### config.mk
export PLATFORM = sky130hd
export DESIGN_NAME = board_marker_flat
export DESIGN_NICKNAME = d
export VERILOG_FILES = /design/src/rtl/board_marker_if.sv /design/src/rtl/board_marker.sv /design/src/flat_wrapper.sv
export SDC_FILE = /design/constraint.sdc
export NUM_CORES = 1
export LEC_CHECK = 0
export CAP_MARGIN = 30
export CORE_MARGIN = 2
export CORE_UTILIZATION = 25
export CTS_CLUSTER_DIAMETER = 120
export CTS_CLUSTER_SIZE = 24
export DETAILED_ROUTE_END_ITERATION = 6
export GPL_ROUTABILITY_DRIVEN = 0
export SLEW_MARGIN = 25
export SYNTH_ARGS = -nofsm -noshare
export SYNTH_HDL_FRONTEND = slang
export SYNTH_SLANG_ARGS = --single-unit
### constraint.sdc
create_clock -name clk -period 6.2 [get_ports clk]
set_clock_uncertainty 0.2 [all_clocks]
set_input_delay 1.55 -clock clk [delete_from_list [all_inputs] [get_ports clk]]
set_output_delay 1.55 -clock clk [all_outputs]
set_load 0.1 [all_outputs]
### src/rtl/board_marker_if.sv
// Bundles the board load, call handshake and mark/result signals of board_marker.
// Latency: none, pure wiring.
// Backpressure: call_valid/call_ready handshake; loads and clear have no backpressure.
interface board_marker_if #(
    parameter int NUM_W = 5
);
    logic             load_valid;
    logic [4:0]       load_idx;
    logic [NUM_W-1:0] load_num;
    logic             clear;
    logic             call_valid;
    logic [NUM_W-1:0] call_num;
    logic             call_ready;
    logic             done;
    logic             hit;
    logic [4:0]       hit_idx;
    logic [24:0]      circle;

    // Game controller side: drives loads, clear and calls; observes results.
    modport master (
        output load_valid, load_idx, load_num, clear, call_valid, call_num,
        input  call_ready, done, hit, hit_idx, circle
    );

    // Board side.
    modport slave (
        input  load_valid, load_idx, load_num, clear, call_valid, call_num,
        output call_ready, done, hit, hit_idx, circle
    );
endinterface

### src/rtl/board_marker.sv
// Holds a 5x5 Bingo board and marks the first cell equal to each called number (sequential scan).
// Latency: done 1 cycle after accept for a hit at cell 0, k+1 for cell k, 25 for no hit.
// Backpressure: call_ready only in IDLE; loads outside IDLE dropped; clear wins always. Option: BINGO_FREE_CENTER_EN.
module board_marker #(
    parameter int NUM_W = 5
) (
    input  logic          clk,
    input  logic          rst_n,
    board_marker_if.slave bus
);

`ifdef BINGO_FREE_CENTER_EN
    // Cell 12 is a permanently marked free space that can be neither loaded nor matched.
    localparam logic FREE_CENTER = 1'b1;
`else
    localparam logic FREE_CENTER = 1'b0;
`endif
    localparam logic [24:0] CIRCLE_RST = FREE_CENTER ? 25'h0001000 : 25'h0000000;

    typedef enum logic [1:0] {
        IDLE,
        SCAN,
        DONE
    } state_t;

    state_t           state;
    logic [NUM_W-1:0] board [25];
    logic [NUM_W-1:0] num_q;
    logic [4:0]       idx;
    logic [24:0]      circle_q;
    logic             call_ready_q;
    logic             done_q;
    logic             hit_q;
    logic [4:0]       hit_idx_q;

    logic load_ok;
    logic cell_match;

    // Loads only land while idle, on a real cell, and never on the free space.
    assign load_ok = bus.load_valid && (state == IDLE) && (bus.load_idx < 5'd25)
                     && !(FREE_CENTER && (bus.load_idx == 5'd12));

    // Zero is an empty cell / empty call and never matches.
    assign cell_match = (num_q != '0) && (board[idx] == num_q)
                        && !(FREE_CENTER && (idx == 5'd12));

    // Board storage; clear leaves the numbers in place.
    always_ff @(posedge clk or negedge rst_n) begin
        if (!rst_n) begin
            for (int i = 0; i < 25; i++) begin
                board[i] <= '0;
            end
        end else if (load_ok) begin
            board[bus.load_idx] <= bus.load_num;
        end
    end

    // Scan FSM with registered handshake, result and mark outputs.
    always_ff @(posedge clk or negedge rst_n) begin
        if (!rst_n) begin
            state        <= IDLE;
            num_q        <= '0;
            idx          <= '0;
            circle_q     <= CIRCLE_RST;
            call_ready_q <= 1'b1;
            done_q       <= 1'b0;
            hit_q        <= 1'b0;
            hit_idx_q    <= '0;
        end else if (bus.clear) begin
            state        <= IDLE;
            circle_q     <= CIRCLE_RST;
            call_ready_q <= 1'b1;
            done_q       <= 1'b0;
            hit_q        <= 1'b0;
            hit_idx_q    <= '0;
        end else begin
            case (state)
                IDLE: begin
                    if (bus.call_valid) begin
                        num_q        <= bus.call_num;
                        idx          <= '0;
                        call_ready_q <= 1'b0;
                        state        <= SCAN;
                    end
                end
                SCAN: begin
                    if (cell_match) begin
                        circle_q[idx] <= 1'b1;
                        hit_q         <= 1'b1;
                        hit_idx_q     <= idx;
                        done_q        <= 1'b1;
                        state         <= DONE;
                    end else if (idx == 5'd24) begin
                        hit_q     <= 1'b0;
                        hit_idx_q <= '0;
                        done_q    <= 1'b1;
                        state     <= DONE;
                    end else begin
                        idx <= idx + 5'd1;
                    end
                end
                DONE: begin
                    done_q       <= 1'b0;
                    call_ready_q <= 1'b1;
                    state        <= IDLE;
                end
                default: begin
                    state <= IDLE;
                end
            endcase
        end
    end

    assign bus.call_ready = call_ready_q;
    assign bus.done       = done_q;
    assign bus.hit        = hit_q;
    assign bus.hit_idx    = hit_idx_q;
    assign bus.circle     = circle_q;

endmodule

### src/flat_wrapper.sv
// flat-port wrapper written by rule: the top's interface ports become plain ports
module board_marker_flat 
#(
    parameter int NUM_W = 5
)
  (clk, rst_n, bus_load_valid, bus_load_idx, bus_load_num, bus_clear, bus_call_valid, bus_call_num, bus_call_ready, bus_done, bus_hit, bus_hit_idx, bus_circle);
  board_marker_if #(.NUM_W(NUM_W)) bus_i ();
  input  logic clk;
  input  logic rst_n;
  input wire logic [$bits(bus_i.load_valid)-1:0] bus_load_valid;
  input wire logic [$bits(bus_i.load_idx)-1:0] bus_load_idx;
  input wire logic [$bits(bus_i.load_num)-1:0] bus_load_num;
  input wire logic [$bits(bus_i.clear)-1:0] bus_clear;
  input wire logic [$bits(bus_i.call_valid)-1:0] bus_call_valid;
  input wire logic [$bits(bus_i.call_num)-1:0] bus_call_num;
  output wire logic [$bits(bus_i.call_ready)-1:0] bus_call_ready;
  output wire logic [$bits(bus_i.done)-1:0] bus_done;
  output wire logic [$bits(bus_i.hit)-1:0] bus_hit;
  output wire logic [$bits(bus_i.hit_idx)-1:0] bus_hit_idx;
  output wire logic [$bits(bus_i.circle)-1:0] bus_circle;
  assign bus_i.load_valid = bus_load_valid;
  assign bus_i.load_idx = bus_load_idx;
  assign bus_i.load_num = bus_load_num;
  assign bus_i.clear = bus_clear;
  assign bus_i.call_valid = bus_call_valid;
  assign bus_i.call_num = bus_call_num;
  assign bus_call_ready = bus_i.call_ready;
  assign bus_done = bus_i.done;
  assign bus_hit = bus_i.hit;
  assign bus_hit_idx = bus_i.hit_idx;
  assign bus_circle = bus_i.circle;
  board_marker #(.NUM_W(NUM_W)) u_core (.clk(clk), .rst_n(rst_n), .bus(bus_i));
endmodule
After elaboration in Yosys (flattened, before gate mapping)
Index checks and enable logic that the tools add are counted.
{"block": "totals", "wordCells": 108, "regBits": 170, "output_inout_bits": 33, "input_bits": 20}
{"block": "op_classes", "eq_ne": 9, "n_addsub": 1, "n_reduce_logical": 20, "bitwise": 4, "muxes": 35, "magnitude_cmp": 6}
{"cell": "$bwmux 125", "count": 1}
{"cell": "$mux 25", "count": 3}
{"cell": "$mux 5", "count": 10}
{"cell": "$bmux 5 s5", "count": 1}
{"cell": "$demux 5 s5", "count": 1}
{"cell": "$or 25x25->25", "count": 1}
{"cell": "$ge 6x6->1 const B", "count": 2}
{"cell": "$not 5->6", "count": 2}
{"cell": "$mux 1", "count": 10}
{"cell": "$pmux 5 s2", "count": 1}
{"cell": "$reduce_and 2->1", "count": 5}
{"cell": "$reduce_bool 3->1", "count": 3}
{"cell": "$mux 2", "count": 4}
{"cell": "$lt 5x6->1 const B", "count": 1}
{"cell": "$lt 6x1->1 const B", "count": 1}
{"cell": "$ne 2x2->1 const B", "count": 3}
{"cell": "$reduce_bool 2->1", "count": 3}
{"cell": "$add 5x1->5 const B", "count": 1}
{"cell": "$demux 1 s5", "count": 1}
{"cell": "$eq 5x5->1", "count": 1}
{"cell": "$eq 5x5->1 const B", "count": 1}
{"cell": "$ge 5x1->1 const B", "count": 1}
{"cell": "$logic_and 1x1->1", "count": 5}
{"cell": "$lt 5x5->1 const B", "count": 1}
{"cell": "11 further kinds", "count": 12}

Logic depth before layout (Yosys ltp)
Gate-level depths: netlist of run 1.
{"block": "logic_depth", "depth_word": 9, "ltp_mapped": 13, "ltp_nobuf": 8}

Worst setup path after synthesis of run 1
Ideal clock, no wire load.
{"block": "synth_timing", "path_type": "reg-to-reg", "from": "register u_core.idx[0]", "to": "register u_core.circle_q[14], in the netlist u_core.bus.circle[14]", "t_arrival_ps": 3315, "setup_slack_ps": 2610, "path_stages_with_launch": 11, "required_time_ps": 5926, "path_buffers": 2, "synth_period_minus_slack_ps": 3590, "setup_time_ps": 74, "cell_sequence": "dfrtp_1 > buf_6 > mux4_2 > nor2b_1 > or4_4 > or4_1 > a211o_1 > a2111oi_4 > buf_6 > a31oi_1 > nor2_1"}
{"block": "synth_via", "elab_chain_len": 8, "elab_cells_between_ends": 17, "cone_classes": "2 x order compare; 1 x eq/ne; 8 x mux; 2 x bitwise; 4 x reduce/logical"}
{"item": "from (decl)", "line": "board_marker.sv:29", "source": "logic [4:0] idx;"}
{"item": "from (signal assigned)", "line": "board_marker.sv:99", "source": "idx <= idx + 5'd1;"}
{"item": "$lt 5x6->1 (implied by the code) (tied with other cells)", "line": "board_marker.sv:88", "source": "circle_q[idx] <= 1'b1;"}
{"item": "$logic_and 1x1->1 (implied by the code) / $bmux 5 s5 (equally long branches)", "line": "board_marker.sv:88, board_marker.sv:44"}
{"item": "$mux 1 (implied by the code) / $mux 5 (equally long branches)", "line": "board_marker.sv:88, board_marker.sv:44"}
{"item": "$demux 1 s5 / $mux 5 (equally long branches)"}
{"item": "$or 25x25->25 (no line) / $eq 5x5->1 (equally long branches)"}
{"item": "$mux 25 / $logic_and 1x1->1 (equally long branches)", "line": "board_marker.sv:87, board_marker.sv:44"}
{"item": "$mux 25 / $reduce_bool 2->1 (equally long branches)"}
{"item": "$mux 25 / $reduce_and 2->1 (equally long branches)"}
{"item": "to (signal assigned)", "line": "board_marker.sv:64", "source": "circle_q <= CIRCLE_RST;"}
{"item": "to (signal assigned)", "line": "board_marker.sv:71", "source": "circle_q <= CIRCLE_RST;"}
{"item": "to (signal, indexed assignment)", "line": "board_marker.sv:88"}
{"item": "to (decl)", "line": "board_marker.sv:30", "source": "logic [24:0] circle_q;"}
Parallel ways exist; a longest one is shown, timed or not. The select of a mux whose other input is x is not followed.
A chain may end at the register's enable or synchronous reset.

Final worst setup path of run 1
{"block": "layout_timing", "from": "register u_core.idx[0]", "to": "register u_core.hit_idx_q[4], in the netlist u_core.bus.hit_idx[4]"}
{"block": "layout_via", "elab_chain_len": 9, "elab_cells_between_ends": 12, "cone_classes": "2 x eq/ne; 6 x mux; 1 x bitwise; 3 x reduce/logical"}
{"item": "$not 5->6 (implied by the code)", "line": "board_marker.sv:44", "source": "assign cell_match = (num_q != '0) && (board[idx] == num_q)"}
{"item": "$bmux 5 s5", "line": "board_marker.sv:44"}
{"item": "$mux 5 (implied by the code) (2 in series)", "line": "board_marker.sv:44"}
{"item": "$eq 5x5->1", "line": "board_marker.sv:44"}
{"item": "$logic_and 1x1->1", "line": "board_marker.sv:44"}
{"item": "$mux 5", "line": "board_marker.sv:87", "source": "if (cell_match) begin"}
{"item": "$mux 5", "line": "board_marker.sv:77", "source": "case (state)"}
{"item": "$mux 5", "line": "board_marker.sv:69", "source": "end else if (bus.clear) begin"}
{"item": "to (signal assigned)", "line": "board_marker.sv:90", "source": "hit_idx_q <= idx;"}
{"item": "to (decl)", "line": "board_marker.sv:34", "source": "logic [4:0] hit_idx_q;"}
Parallel ways exist; a longest one is shown, timed or not. The select of a mux whose other input is x is not followed.

==> results of run 1 <==
## kinds of logic after synthesis
kind of cell	after synthesis	synth area share
multiplexers	184	0.2619
XOR/XNOR	1	0.001099
buffers and inverters	45	0.02512
adder cells (fa/ha/maj)	4	0.006281
AO/OA/AOI/OAI	82	0.07536
flip-flops	170	0.5340
AND/OR/NAND/NOR	143	0.09625
## state kept, by name, summed over array words and instances, names as in the netlist
register               count
u_core.board             125
u_core.bus.call_ready      1
u_core.bus.circle         25
u_core.bus.done            1
u_core.bus.hit             1
u_core.bus.hit_idx         5
u_core.idx                 5
u_core.num_q               5
u_core.state               2
## per-stage QoR
stage | setup slack (ns) | util | hold WS (ns) | total power [mW]
detailed placement | 1.899 | 0.2829 | 0.2797 | 2.320
finish | 1.893 | 0.3017 | 0.2846 | 3.377
floorplan | 2.610 | - | 0.2708 | 2.044
global placement | 1.945 | 0.2823 | 0.2729 | 2.301
CTS | 1.875 | 0.3015 | 0.2874 | 3.393
global route | 1.658 | 0.3017 | 0.2988 | 3.537
## placed cells by master (no fill, tap or decap), types with 4 or more instances in the layout
cell	count
a31oi_1	24
or4bb_1	4
clkbuf_16	17
nand3_1	8
nand2b_1	11
o211ai_1	6
mux2i_1	42
clkinvlp_4	4
nor2_1	43
o32ai_1	4
nor2b_1	5
o22ai_1	17
clkdlybuf4s50_1	49
inv_1	7
buf_4	8
nand2_1	30
or4b_2	5
and3_1	5
mux2_2	136
mux4_2	6
dfrtp_1	168
clkinv_2	4
ha_1	4
nor3_1	9
o2bb2ai_1	5
a21oi_1	4
o21ai_0	4
## layout make-up
type	count	area (um^2)	area share
Sequential cell	170	4259	0.4485
Tap cell	402	503.0	0.05297
Multi-Input combinational cell	414	3513	0.3700
Clock buffer	18	439.2	0.04625
Inverter	7	26.28	0.002767
Clock inverter	14	145.1	0.01529
Timing Repair Buffer	63	609.3	0.06417
## power groups by stage
stage / Combinational (mW) / Clock (mW) / Sequential [mW]
after floorplan: 0.635 / 0 / 1.41
after global placement: 0.801 / 0 / 1.50
after detailed placement: 0.813 / 0 / 1.51
after CTS: 0.818 / 1.09 / 1.49
after global routing: 0.883 / 1.14 / 1.52
final: 0.818 / 1.07 / 1.49
## worst max-delay path by stage
stage                     cells past startpoint           from                    end
after CTS                                     8  u_core.idx[0]  u_core.bus.hit_idx[4]
after global routing                          8  u_core.idx[0]  u_core.bus.hit_idx[1]
after detailed placement                      8  u_core.idx[0]  u_core.bus.hit_idx[4]
after global placement                        8  u_core.idx[0]  u_core.bus.hit_idx[4]
final                                         8  u_core.idx[0]  u_core.bus.hit_idx[4]
after floorplan                              10  u_core.idx[0]  u_core.bus.circle[14]
## worst reg2reg max path, stage by stage (launching register included)
cell       delay [ns]
dfrtp_4          0.98
mux4_2           0.61
nor2b_1          0.14
or4_4            0.50
or4_1            0.48
a211o_1          0.35
a211oi_4         0.42
nor3b_2          0.40
o2bb2ai_1        0.15
## layer usage
metal / routed length (um) / track usage / up-vias / part of all wire
met5: 0 / 0 / - / 0
met4: 233 / 0.03645 / 0 / 0.011
li1: - / - / 2410 / -
met1: 10230 / 0.1906 / 2767 / 0.50
met3: 1194 / 0.02475 / 20 / 0.058
met2: 8835 / 0.1859 / 164 / 0.43
==> results_dict.tcl, run 1 <==
set metrics [dict create \
    htree_levels 4 \
    hp-start "u_core.bus.call_ready" \
    port_buffers 52 \
    die_w_um 182.5 \
    synth_top_cell_by_area "dfrtp_1" \
    dp.final_hpwl_mm 14.10 \
    cts_resized 0 \
    yosysMostFrequentCell "dfrtp_1" \
    rows 65 \
    grt_max_degree 92 \
    stdcell_count 1088 \
    pwr-share-seq 0.441 \
    syn_area_um2 7969 \
    yosysUniqueCellTypes 54 \
    slew_violations 0 \
    num_antenna_cells 0 \
    status "finished clean" \
    area_growth_pct 19.16 \
    p_clk_frac 0.317 \
    worstHoldPathCells 2 \
    setup_viol 0 \
    p_comb_frac 0.242 \
    path_buf_inv 0 \
    p_switching_mw 1.097 \
    ctsHoldBuffers 0 \
    final_cell_area_um2 9495 \
    endpoint_kind "flip-flop" \
    rsz0062_at_grt "no" \
    worstReg2RegStart "u_core.idx[0]" \
    drt_iter0_drc 418 \
    dr.pass1.iters 6 \
    cts_setup_buffers 0 \
    drt-vias-per-instance 4.927 \
    slowest_stage "dfrtp_4" \
    coreArea_um2 31470 \
    synth-edff-count 0 \
    grt_pass1_wl_mm 32.42 \
    intPower_mw 2.280 \
    clk_pin_slew_worst_paths_ns 0.07 \
    maxCapViolCount 0 \
    ys_ff_latch 170 \
    grt_overflow 0 \
    yosysSeqAreaShare 0.5340 \
    place_area_um2 8905 \
    post-route-drc-count 0 \
    place_inst 1055 \
    cp-start-kind "flip-flop" \
    hold_path_end "u_core.bus.call_ready" \
    fillers 3201 \
    max-slew-margin-rel 0.3402 \
    max_clock_freq_mhz 232.2 \
    async_reset_ff_frac 1.000 \
    tritoncts "built" \
    io_pins 53 \
    wl_mm 20.49 \
    cpLargestDelayFamily "simple AND/OR/NAND/NOR gates" \
    hold_path.class "reg -> reg" \
    start_util 0.2532 \
    yosys-top-cells-area "dfrtp_1 (53%), mux2_2 (19%), mux2i_1 (5.3%), nor2_1 (2.0%), a31oi_1 (1.9%)" \
    ir_worst_vdd_uv 185.7 \
    first_global_vias 5304 \
    syn_nets 653 \
    fin_tns_setup_ns 0 \
    worstMarginPinSlew_ns 0.9867 \
    r2r-end "u_core.bus.hit_idx[4]" \
    dr_total_vias 5361 \
    die_y_um 182.5 \
    worstPathCellList "mux4_2 > nor2b_1 > or4_4 > or4_1 > a211o_1 > a211oi_4 > nor3b_2 > o2bb2ai_1" \
    crit_arrival_ns 4.46 \
    switching_share 0.3248 \
    crit_required_ns 6.35 \
    power.density_nw_per_um2 355.7 \
    cts.path.max_buffers 2 \
    cts_made_buffers 17 \
    antenna_found_initial 0 \
    post-route-min-period_ns 4.307 \
    worst-path-max-fanout 49 \
    cpPeakStageDelay_ns 0.98 \
    clkSinkCount 170 \
    synth_ff_type "dfrtp_1" \
    wl_per_cell_um 18.84 \
    p_leak_nw 4.075 \
    drive_gt1_frac 0.2945 \
    postRouteAntennaNets 0 \
    critical_path_class "reg -> reg" \
    timing.final.crit_share 0.6946 \
    clk_latency_ns 0.43 \
    reg2reg_slack_ns 1.89 \
    synth_warnings 0 \
    synth_top_cell_area_share 0.5307 \
    syn_avg_cell_area_um2 12.67 \
    hold_viol 0 \
    synthTopCellsByCount "dfrtp_1 (169), mux2_2 (136), nor2_1 (43)" \
    r2r_cells 8 \
    die_area_um2 33320 \
    syn_inst 629 \
    root_buffer "clkbuf_16" \
    fin_nets 697 \
    track_usage 0.1275 \
]
Note: power is estimated with default switching activity, not from simulation.
==> run 2: changes to the inputs <==
==> constraint.sdc (replaced) <==
create_clock -name clk -period 3.65 [get_ports clk]
set_clock_uncertainty 0.2 [all_clocks]
set_input_delay 0.9125 -clock clk [delete_from_list [all_inputs] [get_ports clk]]
set_output_delay 0.9125 -clock clk [all_outputs]
set_load 0.1 [all_outputs]
==> run 2 against run 1 <==
Effect of this change:
- the flow now finishes with violations (setup timing)
- largest power group unchanged
- first-iteration DRC count grew 4.1%
- die area is the same
- critical path type unchanged
- final cell count grew 4.9%
- power grew 77%
- clock-buffer cell count grew 1
- sequential power grew 62%
- critical endpoint is now u_core.bus.circle[7]
- via count grew 4.0%
- wire length grew 2.8%
- utilization grew 1.4 points
- register-to-register slack lost 1.9 ns
- cell area grew 4.6%
==> results_dict.tcl, run 2 (synthesis results as in run 1) <==
set metrics [dict create \
    status "finished with violations" \
    violations "setup timing" \
    rsz0062_at_grt "yes" \
    cts_made_buffers 17 \
    cts.path.max_buffers 2 \
    hold_viol 0 \
    cpLargestDelayFamily "simple AND/OR/NAND/NOR gates" \
    wl_per_cell_um 18.46 \
    clkSinkCount 170 \
    critical_path_class "reg -> reg" \
    slowest_stage "or4_4" \
    post-route-drc-count 0 \
    drt_iter0_drc 435 \
    worstMarginPinSlew_ns 0.7621 \
    worst-path-max-fanout 16 \
    drt-vias-per-instance 4.886 \
    first_global_vias 5589 \
    timing.final.crit_share 1.008 \
    antenna_found_initial 0 \
    timing.final.ws_setup_ns -0.02815 \
    crit_arrival_ns 3.84 \
    worstPathCellList "buf_12 > mux2i_1 > o22ai_1 > or4_4 > or4_4 > a211o_4 > a2111oi_4 > buf_6 > clkbuf_16 > a31oi_1 > nor2_1" \
    p_leak_nw 4.433 \
    wl_mm 21.06 \
    ir_worst_vdd_uv 389.3 \
    place_area_um2 9151 \
    grt_pass1_wl_mm 33.10 \
    start_util 0.2532 \
    maxCapViolCount 0 \
    die_area_um2 33320 \
    hold_path.class "reg -> reg" \
    power.density_nw_per_um2 602.9 \
    fin_tns_setup_ns -0.2309 \
    dp.final_hpwl_mm 14.56 \
    clk_pin_slew_worst_paths_ns 0.07 \
    cpPeakStageDelay_ns 0.58 \
    clk_latency_ns 0.44 \
    dr_total_vias 5575 \
    postRouteAntennaNets 0 \
    holdWs_ns 0.2820 \
    drive_gt1_frac 0.3965 \
    max-slew-margin-rel 0.4919 \
    crit_required_ns 3.81 \
    final_cell_area_um2 9935 \
    tritoncts "built" \
    path_buf_inv 3 \
    slew_violations 0 \
    root_buffer "clkbuf_16" \
    port_buffers 52 \
    track_usage 0.1297 \
    crit_top_cell "or4_4" \
    die_w_um 182.5 \
    grt_max_degree 79 \
    ctsHoldBuffers 0 \
    top_register "u_core.board" \
    area_growth_pct 24.67 \
    cp-start-kind "flip-flop" \
    die_y_um 182.5 \
    rows 65 \
    io_pins 53 \
    dr.pass1.iters 5 \
    largest_reg_flops 125 \
    grt_overflow 0 \
    fin_nets 750 \
    setup_viol 16 \
    max_clock_freq_mhz 271.9 \
    most-common-layout-cells "dfrtp_1 (166), mux2_2 (136), buf_4 (88)" \
    num_antenna_cells 0 \
    endpoint_kind "flip-flop" \
    layout_commonest_cell "dfrtp_1" \
    coreArea_um2 31470 \
    htree_levels 4 \
    post-route-min-period_ns 3.678 \
]
[run 2: worst register-to-register path, delay by kind of cell, from the launching register on]
family / cells / cell delay, ns
simple gates: 3 / 1.21
buf+inv: 3 / 0.52
mux: 1 / 0.21
compound gates: 4 / 0.96
flops: 1 / 0.52
[run 2: report_power, final]
group | internal, mW | total, mW | switching, mW
combinational | 0.867 | 1.78 | 0.918
sequential | 2.20 | 2.42 | 0.223
clock | 0.975 | 1.78 | 0.807
total | 4.04 | 5.99 | 1.95
[run 2: layout make-up]
type                            count  area [um^2]
Clock buffer                       19        442.9
Sequential cell                   170         4262
Tap cell                          402        503.0
Multi-Input combinational cell    414         3551
Inverter                            7        26.28
Fill cell                        3137        21540
Timing Repair Buffer              116         1016
Clock inverter                     13        133.9
[run 2: through the flow]
stage                     utilization  setup slack [ns]  std cells  power, mW
after floorplan                     -           0.06012        629      3.471
after global placement         0.2908            0.1084       1093      4.075
after detailed placement       0.2908           0.05299       1093      4.107
after CTS                      0.3091           0.01769       1125      5.901
after global routing           0.3156           -0.1075       1141      6.280
final                          0.3156          -0.02815       1141      5.990
[run 2: repair_timing]
action	4_1_cts	5_1_grt
setup endpoints to repair	0	33
resized for setup	0	14
buffers inserted	0	14
[run 2: routing by layer]
metal	up-vias	wire, um	track usage
met4	0	213	0.02903
li1	2527	-	-
met2	174	9314	0.1967
met5	-	0	0
met3	14	1184	0.02754
met1	2860	10350	0.1892
[run 2: worst paths after layout]
check	start	end	slack, ns	cells past startpoint
hold reg to reg	u_core.bus.call_ready	u_core.bus.call_ready	0.28	2
hold / removal	u_core.bus.call_ready	u_core.bus.call_ready	0.28	2
setup reg to reg	u_core.idx[0]	u_core.bus.circle[7]	-0.03	11
min in group asynchronous	rst_n	u_core.bus.hit_idx[1]	0.30	1
setup / recovery	u_core.idx[0]	u_core.bus.circle[7]	-0.03	11
max in group asynchronous	rst_n	u_core.board[68]	2.15	2
==> run 3: changes to the inputs <==
--- a/config.mk
+++ b/config.mk
@@ -5,6 +5,7 @@
 export SDC_FILE = /design/constraint.sdc
 export NUM_CORES = 1
 export LEC_CHECK = 0
+export ABC_AREA = 1
 export CAP_MARGIN = 30
 export CORE_MARGIN = 2
 export CORE_UTILIZATION = 25
==> constraint.sdc (replaced) <==
create_clock -name clk -period 3.65 [get_ports clk]
set_clock_uncertainty 0.2 [all_clocks]
set_input_delay 0.365 -clock clk [delete_from_list [all_inputs] [get_ports clk]]
set_output_delay 0.365 -clock clk [all_outputs]
set_load 0.1 [all_outputs]
==> run 3 against run 2 <==
Effect of this change:
- the run now ends clean
- critical path depth up 4
- via count increased by 32%
- power is 6.7% lower
- synthesized area increased by 7.0%
- first-iteration DRC count is 50% higher
- wire length increased by 13%
- final cell count grew 41%
- non-clock buffer count is 43 lower
- clock power rose by 4%
- sequential share of layout area fell by 1.2 points
- hold slack lost 0.013 ns
- global-route usage rose by 0.99 points
- critical path type unchanged
==> results_dict.tcl, run 3 <==
set metrics [dict create \
    status "finished clean" \
    grt_max_degree 79 \
    multi_input_area_um2 3632 \
    dp_slack_ns 0.7365 \
    setup_viol 0 \
    final_core_util 0.3044 \
    synth_top_cell_area_share 0.4960 \
    wl_per_cell_um 14.72 \
    yosysUniqueCellTypes 30 \
    postRouteAntennaNets 0 \
    rows 67 \
    area_growth_pct 19.71 \
    layout_commonest_cell "nand2_1" \
    worstReg2RegStart "u_core.idx[2]" \
    worstHoldPathCells 2 \
    dr.pass1.iters 6 \
    die_w_um 188.7 \
    hold_path_end "u_core.bus.call_ready" \
    syn_area_um2 8526 \
    place_area_um2 9562 \
    most-common-layout-cells "nand2_1 (393), dfrtp_1 (168), nand3_1 (126)" \
    cp-start-kind "flip-flop" \
    power.density_nw_per_um2 547.5 \
    cts_made_buffers 17 \
    hp-start "u_core.bus.call_ready" \
    stdcell_count 1612 \
    timing.final.crit_share 0.8149 \
    syn_nets 1128 \
    yosys-top-cells-area "dfrtp_1 (50%), nand2_1 (17%), nand3_1 (7.4%), o21ai_0 (6.9%), inv_1 (4.4%)" \
    slew_violations 0 \
    first_global_vias 7108 \
    dp.final_hpwl_mm 15.81 \
    endpoint_kind "flip-flop" \
    root_buffer "clkbuf_16" \
    synth_top_cell_by_area "dfrtp_1" \
    htree_levels 4 \
    synthTopCellsByCount "nand2_1 (393), dfrtp_1 (169), nand3_1 (126)" \
    die_area_um2 35600 \
    clk_pin_slew_worst_paths_ns 0.07 \
    area.sequential_um2 4257 \
    crit_required_ns 3.82 \
    r2r_cells 15 \
    syn_inst 1104 \
    finalPower_mw 5.587 \
    ir_worst_vdd_uv 257.5 \
    drt-vias-per-instance 4.558 \
    top_register "u_core.board" \
    synth_warnings 0 \
    tritoncts "built" \
    yosysMostFrequentCell "nand2_1" \
    timing.final.ws_setup_ns 0.6755 \
    dr_total_vias 7347 \
    post-route-drc-count 0 \
    p_leak_nw 4.968 \
    yosysSeqAreaShare 0.4991 \
    start_util 0.2543 \
    fin_tns_setup_ns 0 \
    max-slew-margin-rel 0.3380 \
    clkSinkCount 170 \
    num_antenna_cells 0 \
    synth_ff_type "dfrtp_1" \
    hold_path.class "reg -> reg" \
    worst-path-max-fanout 31 \
    drive_gt1_frac 0.08677 \
    place_inst 1577 \
    wl_mm 23.73 \
    ys_ff_latch 170 \
    syn_avg_cell_area_um2 7.723 \
    track_usage 0.1396 \
    drt_iter0_drc 654 \
    cts.path.max_buffers 2 \
    coreArea_um2 33530 \
    final_cell_area_um2 10210 \
    clk_latency_ns 0.44 \
    worstMarginPinSlew_ns 0.9899 \
    r2r-end "u_core.bus.hit_idx[0]" \
    max_clock_freq_mhz 336.2 \
    grt_pass1_wl_mm 39.34 \
    port_buffers 52 \
    critical_path_class "reg -> reg" \
    cts_resized 0 \
    hold_viol 0 \
    io_pins 53 \
    grt_overflow 0 \
    crit_arrival_ns 3.15 \
    maxCapViolCount 0 \
    post-route-min-period_ns 2.975 \
    synth-edff-count 0 \
    rsz0062_at_grt "no" \
    largest_reg_flops 125 \
    die_y_um 188.7 \
    fillers 3593 \
    antenna_found_initial 0 \
    reg2reg_slack_ns 0.68 \
    async_reset_ff_frac 1.000 \
    holdWs_ns 0.2694 \
    fin_nets 1175 \
]
## run 3: metal layers
layer  wire [um]  up-vias  track usage  part of all wire
li1            -     3618            -                 -
met1       10980     3511       0.1862              0.46
met2       11110      186       0.2257              0.47
met3        1118       32      0.02608             0.047
met4         520        0      0.05048             0.022
met5           0        -            0                 0
## run 3: final cells by class
cell class,count,area share
inverters,106,0.03899
flip-flops and latches,170,0.4171
repair buffers,73,0.07392
multi-input cells,783,0.3559
clock buffers,21,0.04610
clock inverters,11,0.01312
well taps,448,0.05492
## run 3: worst max-delay path by stage
stage / startpoint / end / slack, ns
2_1_floorplan: u_core.idx[1] / u_core.bus.circle[12] / 1.42
5_1_grt: u_core.idx[2] / u_core.bus.hit_idx[0] / 0.40
3_5_place_dp: u_core.idx[2] / u_core.bus.circle[0] / 0.74
3_3_place_gp: u_core.idx[2] / u_core.bus.hit_idx[2] / 0.77
6_report: u_core.idx[2] / u_core.bus.hit_idx[0] / 0.68
4_1_cts: u_core.idx[2] / u_core.bus.hit_idx[0] / 0.70
## run 3: where the power goes
group	total (mW)	internal [mW]	switching, mW	leakage, nW
Sequential	2.34	2.17	0.168	2.27
Combinational	1.39	0.464	0.930	2.42
Clock	1.86	1.07	0.783	0.283
## run 3: cells by family (layout without fill, tap and decap cells)
logic type               count (synthesis)  in the layout  share of synthesized area
flip-flops                             170            170                     0.4991
adder cells (fa/ha/maj)                  4              4                   0.005871
AO/OA/AOI/OAI                          168            168                     0.1058
multiplexers                             2              2                   0.002641
buffers and inverters                  151            211                    0.07485
AND/OR/NAND/NOR                        608            608                     0.3107
XOR/XNOR                                 1              1                   0.001027
## run 3: critical path, stage by stage, from the launching register on
cell	delay [ns]
dfrtp_1	0.73
nand2_1	0.14
nor2_1	0.48
nand2_1	0.13
nand2_1	0.08
nor2_1	0.07
nand2_1	0.08
nand2_1	0.06
nand2_1	0.06
nand2_1	0.06
nor2_2	0.11
nand2_2	0.11
nor2_4	0.08
buf_4	0.30
nand3_1	0.11
nand2_1	0.10
## run 3: timing repair
item	4_1_cts	5_1_grt
buffers inserted	0	0
hold buffers	1	0
setup endpoints to repair	0	0
hold endpoints to repair	76	0
